### config.mk
export PLATFORM = sky130hd
export DESIGN_NAME = pe_array_sequencer
export DESIGN_NICKNAME = d
export VERILOG_FILES = /design/src/rtl/pe_seq_pkg.sv /design/src/rtl/pe_seq_beat_counter.sv /design/src/rtl/pe_array_sequencer.sv
export SDC_FILE = /design/constraint.sdc
export NUM_CORES = 1
export LEC_CHECK = 0
export BUFFER_PORTS_ARGS = -buffer_cell sky130_fd_sc_hd__clkbuf_2
export CORE_UTILIZATION = 30
export DETAILED_ROUTE_END_ITERATION = 8
export GPL_TIMING_DRIVEN = 0
export MAX_ROUTING_LAYER = met4
export PLACE_DENSITY_LB_ADDON = 0.25
export RECOVER_POWER = 100
export SLEW_MARGIN = 20
export SYNTH_ARGS = -nofsm -noshare
export SYNTH_HDL_FRONTEND = slang
export SYNTH_SLANG_ARGS = --single-unit
### constraint.sdc
create_clock -name clk -period 3.1 [get_ports clk]
set_input_delay 0.465 -clock clk [delete_from_list [all_inputs] [get_ports clk]]
set_output_delay 0.465 -clock clk [all_outputs]
set_load 0.005 [all_outputs]
### src/rtl/pe_seq_pkg.sv
// Shared types and defaults for the PE array phase sequencer.
package pe_seq_pkg;

   localparam int DEF_DATA_W = 8;
   localparam int DEF_ACC_W  = 17;
   localparam int DEF_CNT_W  = 16;
   localparam int DEF_MAX_K  = 7;

   localparam logic [2:0] PHASE_IDLE    = 3'd0;
   localparam logic [2:0] PHASE_LOAD_W  = 3'd1;
   localparam logic [2:0] PHASE_COMPUTE = 3'd2;
   localparam logic [2:0] PHASE_DRAIN   = 3'd3;
   localparam logic [2:0] PHASE_DONE    = 3'd4;

   typedef enum logic [2:0] {
      ST_IDLE    = PHASE_IDLE,
      ST_LOAD_W  = PHASE_LOAD_W,
      ST_COMPUTE = PHASE_COMPUTE,
      ST_DRAIN   = PHASE_DRAIN,
      ST_DONE    = PHASE_DONE
   } state_t;

endpackage

### src/rtl/pe_seq_beat_counter.sv
// Loadable beat down-counter shared by all sequencer phases; load wins over decrement.
module pe_seq_beat_counter #(
   parameter int CNT_W = 16
) (
   input  logic             clk,
   input  logic             reset,
   input  logic             load,
   input  logic [CNT_W-1:0] load_val,
   input  logic             dec,
   output logic [CNT_W-1:0] count,
   output logic             zero
);

   // NOTE: state registers use non-blocking assignments so every flop samples pre-edge values.
   always_ff @(posedge clk or posedge reset) begin
      if (reset)
         count <= '0;
      else if (load)
         count <= load_val;
      else if (dec && (count != '0))
         count <= count - CNT_W'(1);
   end

   assign zero = (count == '0);

endmodule

### src/rtl/pe_array_sequencer.sv
// Phase sequencer for the systolic PE array: weight load, activation feed, skew drain.
// Define PE_SEQ_TSV_LOAD_EN to take weights from the tsv_w_* port instead of w_*.
module pe_array_sequencer
   import pe_seq_pkg::*;
#(
   parameter int DATA_W = DEF_DATA_W,
   parameter int ACC_W  = DEF_ACC_W,
   parameter int CNT_W  = DEF_CNT_W,
   parameter int MAX_K  = DEF_MAX_K
) (
   input  logic              clk,
   input  logic              reset,
   input  logic              start,
   input  logic [3:0]        cfg_k,
   input  logic [CNT_W-1:0]  cfg_rows,
   output logic              busy,
   output logic              done,
   output logic              err,
   input  logic              w_valid,
   input  logic [DATA_W-1:0] w_data,
   output logic              w_ready,
`ifdef PE_SEQ_TSV_LOAD_EN
   input  logic              tsv_w_valid,
   input  logic [DATA_W-1:0] tsv_w_data,
   output logic              tsv_w_ready,
`endif
   input  logic              a_valid,
   input  logic [DATA_W-1:0] a_data,
   output logic              a_ready,
   output logic              workstate,
   output logic [DATA_W-1:0] array_w,
   output logic              array_w_vld,
   output logic [DATA_W-1:0] array_a,
   output logic              array_a_vld,
   input  logic [ACC_W-1:0]  array_psum,
   input  logic              array_psum_vld,
   output logic [ACC_W-1:0]  res_data,
   output logic              res_valid,
   output logic [2:0]        phase
);

   state_t            state;
   logic [3:0]        k_q;
   logic [CNT_W-1:0]  rk_q;
   logic              rows_zero_q;
   logic [7:0]        kk;
   logic [CNT_W+3:0]  rk_full;
   logic              cfg_ok;
   logic              w_hs, a_hs, in_window;
   logic [DATA_W-1:0] w_src;
   logic [CNT_W-1:0]  drain_len, cnt_val, cnt;
   logic              cnt_load, cnt_dec, cnt_zero;

   // RK is formed 4 bits wider so an overflow of the beat counter is visible.
   assign kk      = {4'b0, cfg_k} * {4'b0, cfg_k};
   assign rk_full = {4'b0, cfg_rows} * (CNT_W+4)'(cfg_k);
   assign cfg_ok  = (cfg_k != 4'd0) && (int'(cfg_k) <= MAX_K) && (rk_full[CNT_W+3:CNT_W] == 4'd0);

`ifdef PE_SEQ_TSV_LOAD_EN
   logic unused_w;
   assign unused_w    = ^{w_valid, w_data};
   assign w_ready     = 1'b0;
   assign tsv_w_ready = (state == ST_LOAD_W);
   assign w_hs        = tsv_w_valid && tsv_w_ready;
   assign w_src       = tsv_w_data;
`else
   assign w_ready = (state == ST_LOAD_W);
   assign w_hs    = w_valid && w_ready;
   assign w_src   = w_data;
`endif

   assign a_ready   = (state == ST_COMPUTE);
   assign a_hs      = a_valid && a_ready;
   assign in_window = (state == ST_COMPUTE) || (state == ST_DRAIN);
   assign drain_len = CNT_W'({k_q, 1'b0}) - CNT_W'(2);
   assign phase     = state;

   // NOTE: every always_comb output gets a default first so no path infers a latch.
   always_comb begin
      cnt_load = 1'b0;
      cnt_val  = '0;
      cnt_dec  = 1'b0;
      case (state)
         ST_IDLE: begin
            cnt_load = start && cfg_ok;
            cnt_val  = CNT_W'(kk) - CNT_W'(1);
         end
         ST_LOAD_W: begin
            cnt_dec  = w_hs;
            cnt_load = w_hs && cnt_zero;
            cnt_val  = rows_zero_q ? drain_len : rk_q - CNT_W'(1);
         end
         ST_COMPUTE: begin
            cnt_dec  = a_hs;
            cnt_load = a_hs && cnt_zero;
            cnt_val  = drain_len;
         end
         ST_DRAIN: cnt_dec = 1'b1;
         default: ;
      endcase
   end

   pe_seq_beat_counter #(.CNT_W(CNT_W)) u_beat_counter (
      .clk      (clk),
      .reset    (reset),
      .load     (cnt_load),
      .load_val (cnt_val),
      .dec      (cnt_dec),
      .count    (cnt),
      .zero     (cnt_zero)
   );

   always_ff @(posedge clk or posedge reset) begin
      if (reset) begin
         state       <= ST_IDLE;
         k_q         <= '0;
         rk_q        <= '0;
         rows_zero_q <= 1'b0;
         busy        <= 1'b0;
         done        <= 1'b0;
         err         <= 1'b0;
         workstate   <= 1'b0;
         array_w     <= '0;
         array_w_vld <= 1'b0;
         array_a     <= '0;
         array_a_vld <= 1'b0;
         res_data    <= '0;
         res_valid   <= 1'b0;
      end else begin
         array_w_vld <= w_hs;
         array_a_vld <= a_hs;
         res_valid   <= in_window && array_psum_vld;
         done        <= 1'b0;
         if (w_hs)
            array_w <= w_src;
         if (a_hs)
            array_a <= a_data;
         if (in_window && array_psum_vld)
            res_data <= array_psum;

         case (state)
            ST_IDLE: begin
               if (start && cfg_ok) begin
                  err         <= 1'b0;
                  k_q         <= cfg_k;
                  rk_q        <= rk_full[CNT_W-1:0];
                  rows_zero_q <= (cfg_rows == '0);
                  busy        <= 1'b1;
                  workstate   <= 1'b1;
                  state       <= ST_LOAD_W;
               end else if (start) begin
                  err  <= 1'b1;
                  done <= 1'b1;
               end
            end
            ST_LOAD_W:
               if (w_hs && cnt_zero)
                  state <= rows_zero_q ? ST_DRAIN : ST_COMPUTE;
            ST_COMPUTE:
               if (a_hs && cnt_zero)
                  state <= ST_DRAIN;
            ST_DRAIN:
               if (cnt_zero) begin
                  workstate <= 1'b0;
                  done      <= 1'b1;
                  state     <= ST_DONE;
               end
            ST_DONE: begin
               busy  <= 1'b0;
               state <= ST_IDLE;
            end
            default: state <= ST_IDLE;
         endcase
      end
   end

endmodule

==> results.md, run 1 <==
Run status
- status: finished, violations left
- failing checks: capacitance limit, slew limit, setup timing

Worst setup path
- crit path max fanout: 8
- type of element capturing the critical path: register
- sort of element at the start of the critical path: input pin
- flop-to-flop setup slack: 290 ps
- Data arrival, critical path: 4320 ps
- required arrival time at the worst endpoint: 3370 ps
- Crit Path Category: in -> reg

Routing
- Detailed Route Iter0 Violations: 207
- first-pass iteration count of the detailed router: 5
- via count of the routed design: 5518
- average routed wire per standard cell: 14.8 um
- post-detailed-route count of antenna-violating nets: 0
- vias per cell: 4.72
- drt drc: 0
- total wirelength of the detailed-routed design: 17200 um

Power and ir drop
- net switching power figure: 2.32 mW
- leakage power summed over all cells: 3.95 nW
- sequential group share of total power: 0.293
- power per unit of standard cell area: 674 mW/mm^2
- proportion of total power due to net switching: 0.401
- largest vdd supply drop: 0.303 mV
- Clock power frac: 0.181
- Internal Dissipation: 3.46 mW
- combinational share of power: 0.525

Clock network
- CTS tree: done
- H-tree levels: 3
- CTS Root Cell: sky130_fd_sc_hd__clkbuf_16
- clock insertion delay at the later pin of the skew report: 330 ps
- CTS buffer count: 9
- number of sinks handled by clock tree synthesis: 80
- hold buffer count at CTS: 0
- buffers from clock root to sink, at most: 2
- clock slew seen by the registers of the worst setup and hold paths: 60 ps

Synthesis
- count of flip-flops with a built-in enable after synthesis: 0
- ys flop type: sky130_fd_sc_hd__dfrtp_1
- Mean Syn Cell Area: 8.89 um^2
- flip-flop and latch count after synthesis: 80
- Seq/Total Area, Yosys: 0.306
- FFs w/ async S/R, synth: 1.00
- number of distinct library cells after synthesis: 72
- cell area after synthesis: 0.00654 mm^2
- Gate Count Post-Synth: 736
- Yosys warning total: 0
- nets in the synthesized netlist: 861

Timing
- total negative setup slack: -37030 ps
- worst clock skew on the final layout: 5.62 ps
- Setup WS post-layout: -954 ps
- transition time at the pin with the least slew margin: 1630 ps
- share of the cycle needed by the critical path after routing: 1.31
- timing-limited maximum frequency: 0.247 GHz
- Final Hold Fails: 0
- final critical delay including setup and external delays: 4050 ps
- worst slew margin relative to its limit: -0.0901
- number of failing setup endpoints in the final timing report: 42
- setup repair after global routing missed its margin: true
- number of max-slew violations in the final report: 37

Layout
- fill cell total of the finished layout: 2195
- number of diodes: 0
- share of layout cells above drive strength 1: 0.282
- Layout Area Growth over Synthesis: 31.1%
- number of nets in the layout: 1014
- number of cells in the finished layout apart from fillers: 1169
- post-layout util: 0.404

Floorplanning
- initial core utilization: 0.308
- die span in x: 150 um
- Core Region: 0.0212 mm^2
- Chip Height: 150 um
- die area: 0.0224 mm^2
- std cell rows: 53
- number of top-level pins: 104

Global route
- initial antenna violation count: 0
- GRT Total Usage: 0.163
- first-pass GRT wire length: 28300 um
- vias in the first global route: 5628
- GRT overflow: 0
- pin count of the biggest net entering global routing: 46

Job
- number of maximum-capacitance violations: 1

Placement
- pre-CTS setup slack: -1770 ps
- post-DP HPWL: 13200 um
- Routability Congestion: 0.827
- count of buffers inserted at the top-level ports: 102
- placed cell count: 1114

Min path
- worst hold-check path type: in -> reg

-- sequential cells by signal, indices dropped and copies added (netlist names) --
name,cells
res_data,17
rk_q,16
k_q,4
array_w,8
array_w_vld,1
workstate,1
array_a_vld,1
done,1
rows_zero_q,1
u_beat_counter.count,16
res_valid,1
phase,3
array_a,8
err,1
busy,1
-- routing by layer --
| layer | share of wire | GRT usage |
|---|---|---|
| met1 | 0.47 | 0.204 |
| met2 | 0.49 | 0.278 |
| met3 | 0.025 | 0.0168 |
| met4 | 0.019 | 0.0460 |
| met5 | 0 | - |
-- repair_timing --
item                       in CTS  in global routing
pin swaps                      21                 15
setup endpoints to repair      42                 42
resized for setup              60                 51
gates cloned                    2                  2
buffers inserted               28                  8
-- critical path, stage by stage --
cell and delay [ps]:
sky130_fd_sc_hd__buf_12 110, sky130_fd_sc_hd__clkbuf_16 150, sky130_fd_sc_hd__and2_4 140, sky130_fd_sc_hd__fa_1 540, sky130_fd_sc_hd__inv_2 40, sky130_fd_sc_hd__fa_1 540
sky130_fd_sc_hd__inv_2 50, sky130_fd_sc_hd__ha_4 280, sky130_fd_sc_hd__o211ai_1 130, sky130_fd_sc_hd__o211ai_1 370, sky130_fd_sc_hd__a2111o_1 200, sky130_fd_sc_hd__o211ai_1 130
sky130_fd_sc_hd__nor4_4 280, sky130_fd_sc_hd__buf_4 170, sky130_fd_sc_hd__nand3_4 180, sky130_fd_sc_hd__buf_4 200, sky130_fd_sc_hd__a32o_1 250, sky130_fd_sc_hd__a21oi_2 90
-- final cells by class --
type	instances	area [um^2]	area share
multi-input combinational	559	4500	0.524
sequential	80	2000	0.233
timing repair buffer	142	906	0.106
tap	275	344	0.0401
buffer	29	282	0.0328
inverter	68	256	0.0299
clock buffer	11	233	0.0271
clock inverter	5	56.3	0.00657
-- power groups by stage --
stage | logic (mW) | clock network (mW) | registers (mW)
CTS | 2.98 | 1.07 | 1.69
global route | 3.40 | 1.12 | 1.75
floorplan | 2.07 | 0 | 1.68
detailed placement | 2.81 | 0 | 1.71
global placement | 2.79 | 0 | 1.69
finish | 3.04 | 1.05 | 1.69
-- final timing paths --
path                                                   endpoint                startpoint  cells after the start
setup reg to reg           u_beat_counter.count[14]$_DFFE_PP0P_      phase[2]$_DFFE_PP0P_                      7
max in group asynchronous                   rk_q[8]$_DFFE_PP0P_                     reset                      3
hold reg to reg                        res_data[15]$_DFFE_PP0P_  res_data[15]$_DFFE_PP0P_                      2
hold / removal                          res_data[7]$_DFFE_PP0P_             array_psum[7]                      3
setup / recovery            u_beat_counter.count[1]$_DFFE_PP0P_                  cfg_k[1]                     18
min in group asynchronous                array_w[7]$_DFFE_PP0P_                     reset                      2
-- layout by cell type, fill, tap and decap left out, types with 4 or more instances in the layout --
| cell | instances |
|---|---|
| sky130_fd_sc_hd__nand4_1 | 4 |
| sky130_fd_sc_hd__buf_6 | 14 |
| sky130_fd_sc_hd__xor2_1 | 26 |
| sky130_fd_sc_hd__o21ai_1 | 20 |
| sky130_fd_sc_hd__and2_1 | 32 |
| sky130_fd_sc_hd__nor4_1 | 8 |
| sky130_fd_sc_hd__and2_4 | 11 |
| sky130_fd_sc_hd__nand3_1 | 10 |
| sky130_fd_sc_hd__nor2_1 | 38 |
| sky130_fd_sc_hd__xnor2_1 | 24 |
| sky130_fd_sc_hd__clkbuf_1 | 44 |
| sky130_fd_sc_hd__dfrtp_1 | 80 |
| sky130_fd_sc_hd__o211ai_1 | 6 |
| sky130_fd_sc_hd__ha_1 | 28 |
| sky130_fd_sc_hd__inv_1 | 59 |
| sky130_fd_sc_hd__a21oi_1 | 26 |
| sky130_fd_sc_hd__o21ai_2 | 6 |
| sky130_fd_sc_hd__a21o_1 | 8 |
| sky130_fd_sc_hd__ha_4 | 8 |
| sky130_fd_sc_hd__a21oi_2 | 7 |
| sky130_fd_sc_hd__nand2_2 | 11 |
| sky130_fd_sc_hd__nand2_1 | 113 |
| sky130_fd_sc_hd__mux2_2 | 20 |
| sky130_fd_sc_hd__nor3_1 | 12 |
| sky130_fd_sc_hd__or3_1 | 5 |
| sky130_fd_sc_hd__fa_1 | 28 |
| sky130_fd_sc_hd__clkbuf_2 | 69 |
| sky130_fd_sc_hd__mux2i_1 | 15 |
| sky130_fd_sc_hd__o21a_1 | 8 |
| sky130_fd_sc_hd__clkbuf_16 | 14 |
| sky130_fd_sc_hd__buf_8 | 4 |
| sky130_fd_sc_hd__nand2b_1 | 5 |
| sky130_fd_sc_hd__buf_4 | 27 |
| sky130_fd_sc_hd__inv_2 | 7 |
| sky130_fd_sc_hd__o21ai_0 | 13 |
-- cell families after synthesis --
| kind of cell | Yosys count | synth area share |
|---|---|---|
| AND/OR/NAND/NOR | 277 | 0.209 |
| AO/OA/AOI/OAI | 128 | 0.136 |
| buffers and inverters | 97 | 0.0612 |
| flip-flops | 80 | 0.306 |
| adder cells (fa/ha/maj) | 66 | 0.159 |
| XOR/XNOR | 51 | 0.0683 |
| multiplexers | 37 | 0.0608 |
-- through the flow --
stage / power, mW / instance area [um^2] / hold WS, ps
final: 5.78 / 8580 / 316
after global routing: 6.27 / 8580 / 323
after global placement: 4.48 / 7590 / 460
after floorplan: 3.74 / 6730 / 467
after CTS: 5.74 / 8420 / 174
after detailed placement: 4.52 / 7620 / 461
-- synth_stat cells, types with 2 or more instances --
cell type	n	area, um^2
sky130_fd_sc_hd__nor3_1	13	65.1
sky130_fd_sc_hd__a211oi_1	5	37.5
sky130_fd_sc_hd__and2_1	43	269
sky130_fd_sc_hd__a21o_1	8	60.1
sky130_fd_sc_hd__and4_1	2	17.5
sky130_fd_sc_hd__xnor2_1	25	219
sky130_fd_sc_hd__nand3b_1	3	22.5
sky130_fd_sc_hd__buf_2	5	25.0
sky130_fd_sc_hd__o21ai_1	10	50.1
sky130_fd_sc_hd__inv_1	67	251
sky130_fd_sc_hd__nand4_1	4	25.0
sky130_fd_sc_hd__o21bai_1	4	30.0
sky130_fd_sc_hd__ha_1	37	463
sky130_fd_sc_hd__mux2_2	21	236
sky130_fd_sc_hd__or2_2	3	18.8
sky130_fd_sc_hd__a21oi_2	2	17.5
sky130_fd_sc_hd__nor2b_1	3	18.8
sky130_fd_sc_hd__nor3b_1	2	15.0
sky130_fd_sc_hd__o211ai_1	6	45.0
sky130_fd_sc_hd__nor4_1	8	50.1
sky130_fd_sc_hd__or3_1	5	31.3
sky130_fd_sc_hd__a21oi_4	2	32.5
sky130_fd_sc_hd__clkbuf_1	20	75.1
sky130_fd_sc_hd__and3_1	2	12.5
sky130_fd_sc_hd__o21ai_0	29	145
sky130_fd_sc_hd__xor2_1	26	228
sky130_fd_sc_hd__buf_6	2	22.5
sky130_fd_sc_hd__nand3_1	11	55.1
sky130_fd_sc_hd__mux2i_1	15	150
sky130_fd_sc_hd__nand2_1	124	465
sky130_fd_sc_hd__o21a_1	8	60.1
sky130_fd_sc_hd__a21oi_1	32	160
sky130_fd_sc_hd__nor2_1	39	146
sky130_fd_sc_hd__fa_1	29	581
sky130_fd_sc_hd__dfrtp_1	80	2000
sky130_fd_sc_hd__nand2b_1	5	31.3
No activity file was read; power rests on OpenSTA's default activity.
==> run 2, diff against run 1 <==
Settings changed: CTS_BUF_LIST set to sky130_fd_sc_hd__clkbuf_4.
==> run 2 against run 1 <==
Compared with the run above: final cell count up 0.60%; global-route usage about the same; critical path depth grew 1; highest routed layer unchanged; routed wire length fell by 1.3%; register-to-register slack worse by 30 ps; maximum frequency is 2.3% higher; the run still ends with capacitance limit, slew limit, setup timing left.
==> results.md, run 2 (synthesis results as in run 1) <==
Run status
- status: finished, violations left
- failing checks: capacitance limit, slew limit, setup timing

Global route
- busiest grt layer: met2
- first-pass GRT wire length: 28200 um
- initial antenna violation count: 1
- pin count of the biggest net entering global routing: 46
- GRT overflow: 0
- vias in the first global route: 5586
- global routing met1 resource utilization: 0.206
- grt met2 use: 0.278
- met3 global-route usage: 0.0159
- GRT Total Usage: 0.163

Power and ir drop
- power per unit of standard cell area: 637 mW/mm^2
- largest vdd supply drop: 0.224 mV
- leakage power summed over all cells: 3.91 nW
- Overall Power: 5.36 mW

Routing
- drt drc: 0
- vias per cell: 4.68
- total wirelength of the detailed-routed design: 17000 um
- average routed wire per standard cell: 14.5 um
- first-pass iteration count of the detailed router: 4
- Detailed Route Iter0 Violations: 192
- post-detailed-route count of antenna-violating nets: 0
- via count of the routed design: 5498

Timing
- worst clock skew on the final layout: 12.6 ps
- Setup WS post-layout: -862 ps
- number of max-slew violations in the final report: 37
- final critical delay including setup and external delays: 3960 ps
- setup repair after global routing missed its margin: true
- share of the cycle needed by the critical path after routing: 1.28
- worst slew margin relative to its limit: -0.104
- Final Hold Fails: 0
- transition time at the pin with the least slew margin: 1650 ps
- timing-limited maximum frequency: 0.252 GHz
- number of failing setup endpoints in the final timing report: 42
- total negative setup slack: -32520 ps

Worst setup path
- ordered list of cells on the worst path: clkbuf_16, buf_8, buf_6, buf_6, nand2_4, fa_1, inv_1, fa_1, ha_1, buf_6, buf_4, and3_4, and3_1, a211o_1, nor4_4, buf_4, nand3_4, nand2_8, mux2_4
- highest cell delay on the worst timing path: 540 ps
- Crit Path Category: in -> reg
- largest delay contributor family on the critical path: adder cells
- slowest CP cell: sky130_fd_sc_hd__fa_1
- required arrival time at the worst endpoint: 3420 ps
- type of element capturing the critical path: register
- Data arrival, critical path: 4290 ps
- Buffers & Inverters on Critical Path: 8
- sort of element at the start of the critical path: input pin
- most numerous cell on the critical path: sky130_fd_sc_hd__buf_6
- crit path max fanout: 7

Layout
- largest register by flop count: res_data
- most common cell after layout, fill and taps aside: sky130_fd_sc_hd__nand2_1
- share of layout cells above drive strength 1: 0.282
- top library cells by usage in the layout, fill and taps aside: sky130_fd_sc_hd__nand2_1 (115), sky130_fd_sc_hd__dfrtp_1 (80), sky130_fd_sc_hd__clkbuf_2 (70)
- area taken by flip-flops and latches: 0.00200 mm^2
- number of nets in the layout: 1020
- fill cell total of the finished layout: 2229
- number of flip-flops under the largest register name: 17
- registers with the highest flip-flop counts: res_data (17), rk_q (16), u_beat_counter.count (16)
- Layout Area Growth over Synthesis: 28.6%
- Multi-input gate area: 0.00446 mm^2

Floorplanning
- die area: 0.0224 mm^2
- std cell rows: 53
- Core Region: 0.0212 mm^2
- number of top-level pins: 104
- initial core utilization: 0.308
- Chip Height: 150 um
- die span in x: 150 um

Clock network
- number of sinks handled by clock tree synthesis: 80
- H-tree levels: 3
- clock insertion delay at the later pin of the skew report: 430 ps
- CTS tree: done
- CTS buffer count: 9
- buffers from clock root to sink, at most: 2
- hold buffer count at CTS: 0
- CTS Root Cell: sky130_fd_sc_hd__clkbuf_4
- clock slew seen by the registers of the worst setup and hold paths: 140 ps

Job
- number of maximum-capacitance violations: 1

Placement
- count of buffers inserted at the top-level ports: 102
- post-DP HPWL: 13200 um
- Routability Congestion: 0.827

Min path
- worst hold-check path type: in -> reg

==> run 2: cell types whose count changed in the layout (fill, tap and decap cells not counted), sizes merged <==
cell    previous run  this run
buf               51        56
clkbuf           131       132
diode              0         1
==> run 2: worst paths after layout <==
kind,start,to,slack (ps),depth (start not counted)
worst max-delay path,cfg_k[2],u_beat_counter.count[2]$_DFFE_PP0P_,-860,19
min in group asynchronous,reset,res_data[4]$_DFFE_PP0P_,390,2
worst min-delay path,array_psum[7],res_data[7]$_DFFE_PP0P_,210,3
worst max register to register,phase[2]$_DFFE_PP0P_,u_beat_counter.count[14]$_DFFE_PP0P_,260,7
worst min register to register,res_data[15]$_DFFE_PP0P_,res_data[15]$_DFFE_PP0P_,490,2
max in group asynchronous,reset,rk_q[10]$_DFFE_PP0P_,960,3
==> run 2: per-layer routing <==
layer,vias to the layer above,part of all wire,wire (um)
met5,-,0,0
met4,0,0.016,267
met3,20,0.025,420
met2,93,0.49,8280
met1,2595,0.47,8050
li1,2790,-,-
==> run 2: tightest hold or removal path: stages <==
cell	delay, ps
sky130_fd_sc_hd__clkbuf_2	70
sky130_fd_sc_hd__nand2_1	40
sky130_fd_sc_hd__nand2_1	50
==> run 2: layout make-up <==
class | instances | share of cell area
multi-input combinational | 559 | 0.530
sequential | 80 | 0.238
timing repair buffer | 148 | 0.111
tap | 275 | 0.0409
buffer | 29 | 0.0326
inverter | 68 | 0.0305
clock buffer | 11 | 0.00982
clock inverter | 5 | 0.00669
antenna | 1 | 0.000297
==> run 2: where the power goes <==
group	internal, mW	total, mW	switching, mW
Clock	0.265	0.641	0.377
Sequential	1.40	1.68	0.281
Combinational	1.44	3.03	1.59
Total	3.11	5.36	2.25
==> run 2: per-stage QoR <==
step                 util  std cells  instance area (um^2)  hold WS (ps)  setup WS [ps]
global placement    0.358       1113                  7590           460          -1790
finish              0.396       1176                  8410           208           -862
detailed placement  0.359       1114                  7620           461          -1770
global route        0.396       1176                  8410           174           -955
floorplan               -        736                  6730           467           -809
CTS                 0.391       1162                  8300          32.4           -824
==> run 2: timing repair <==
action | CTS | global route
buffers inserted | 30 | 15
endpoints found under the setup margin | 42 | 42
endpoints found under the hold margin | 0 | 0
resized for setup | 69 | 28
pin swaps | 27 | 22
gates cloned | 2 | 0
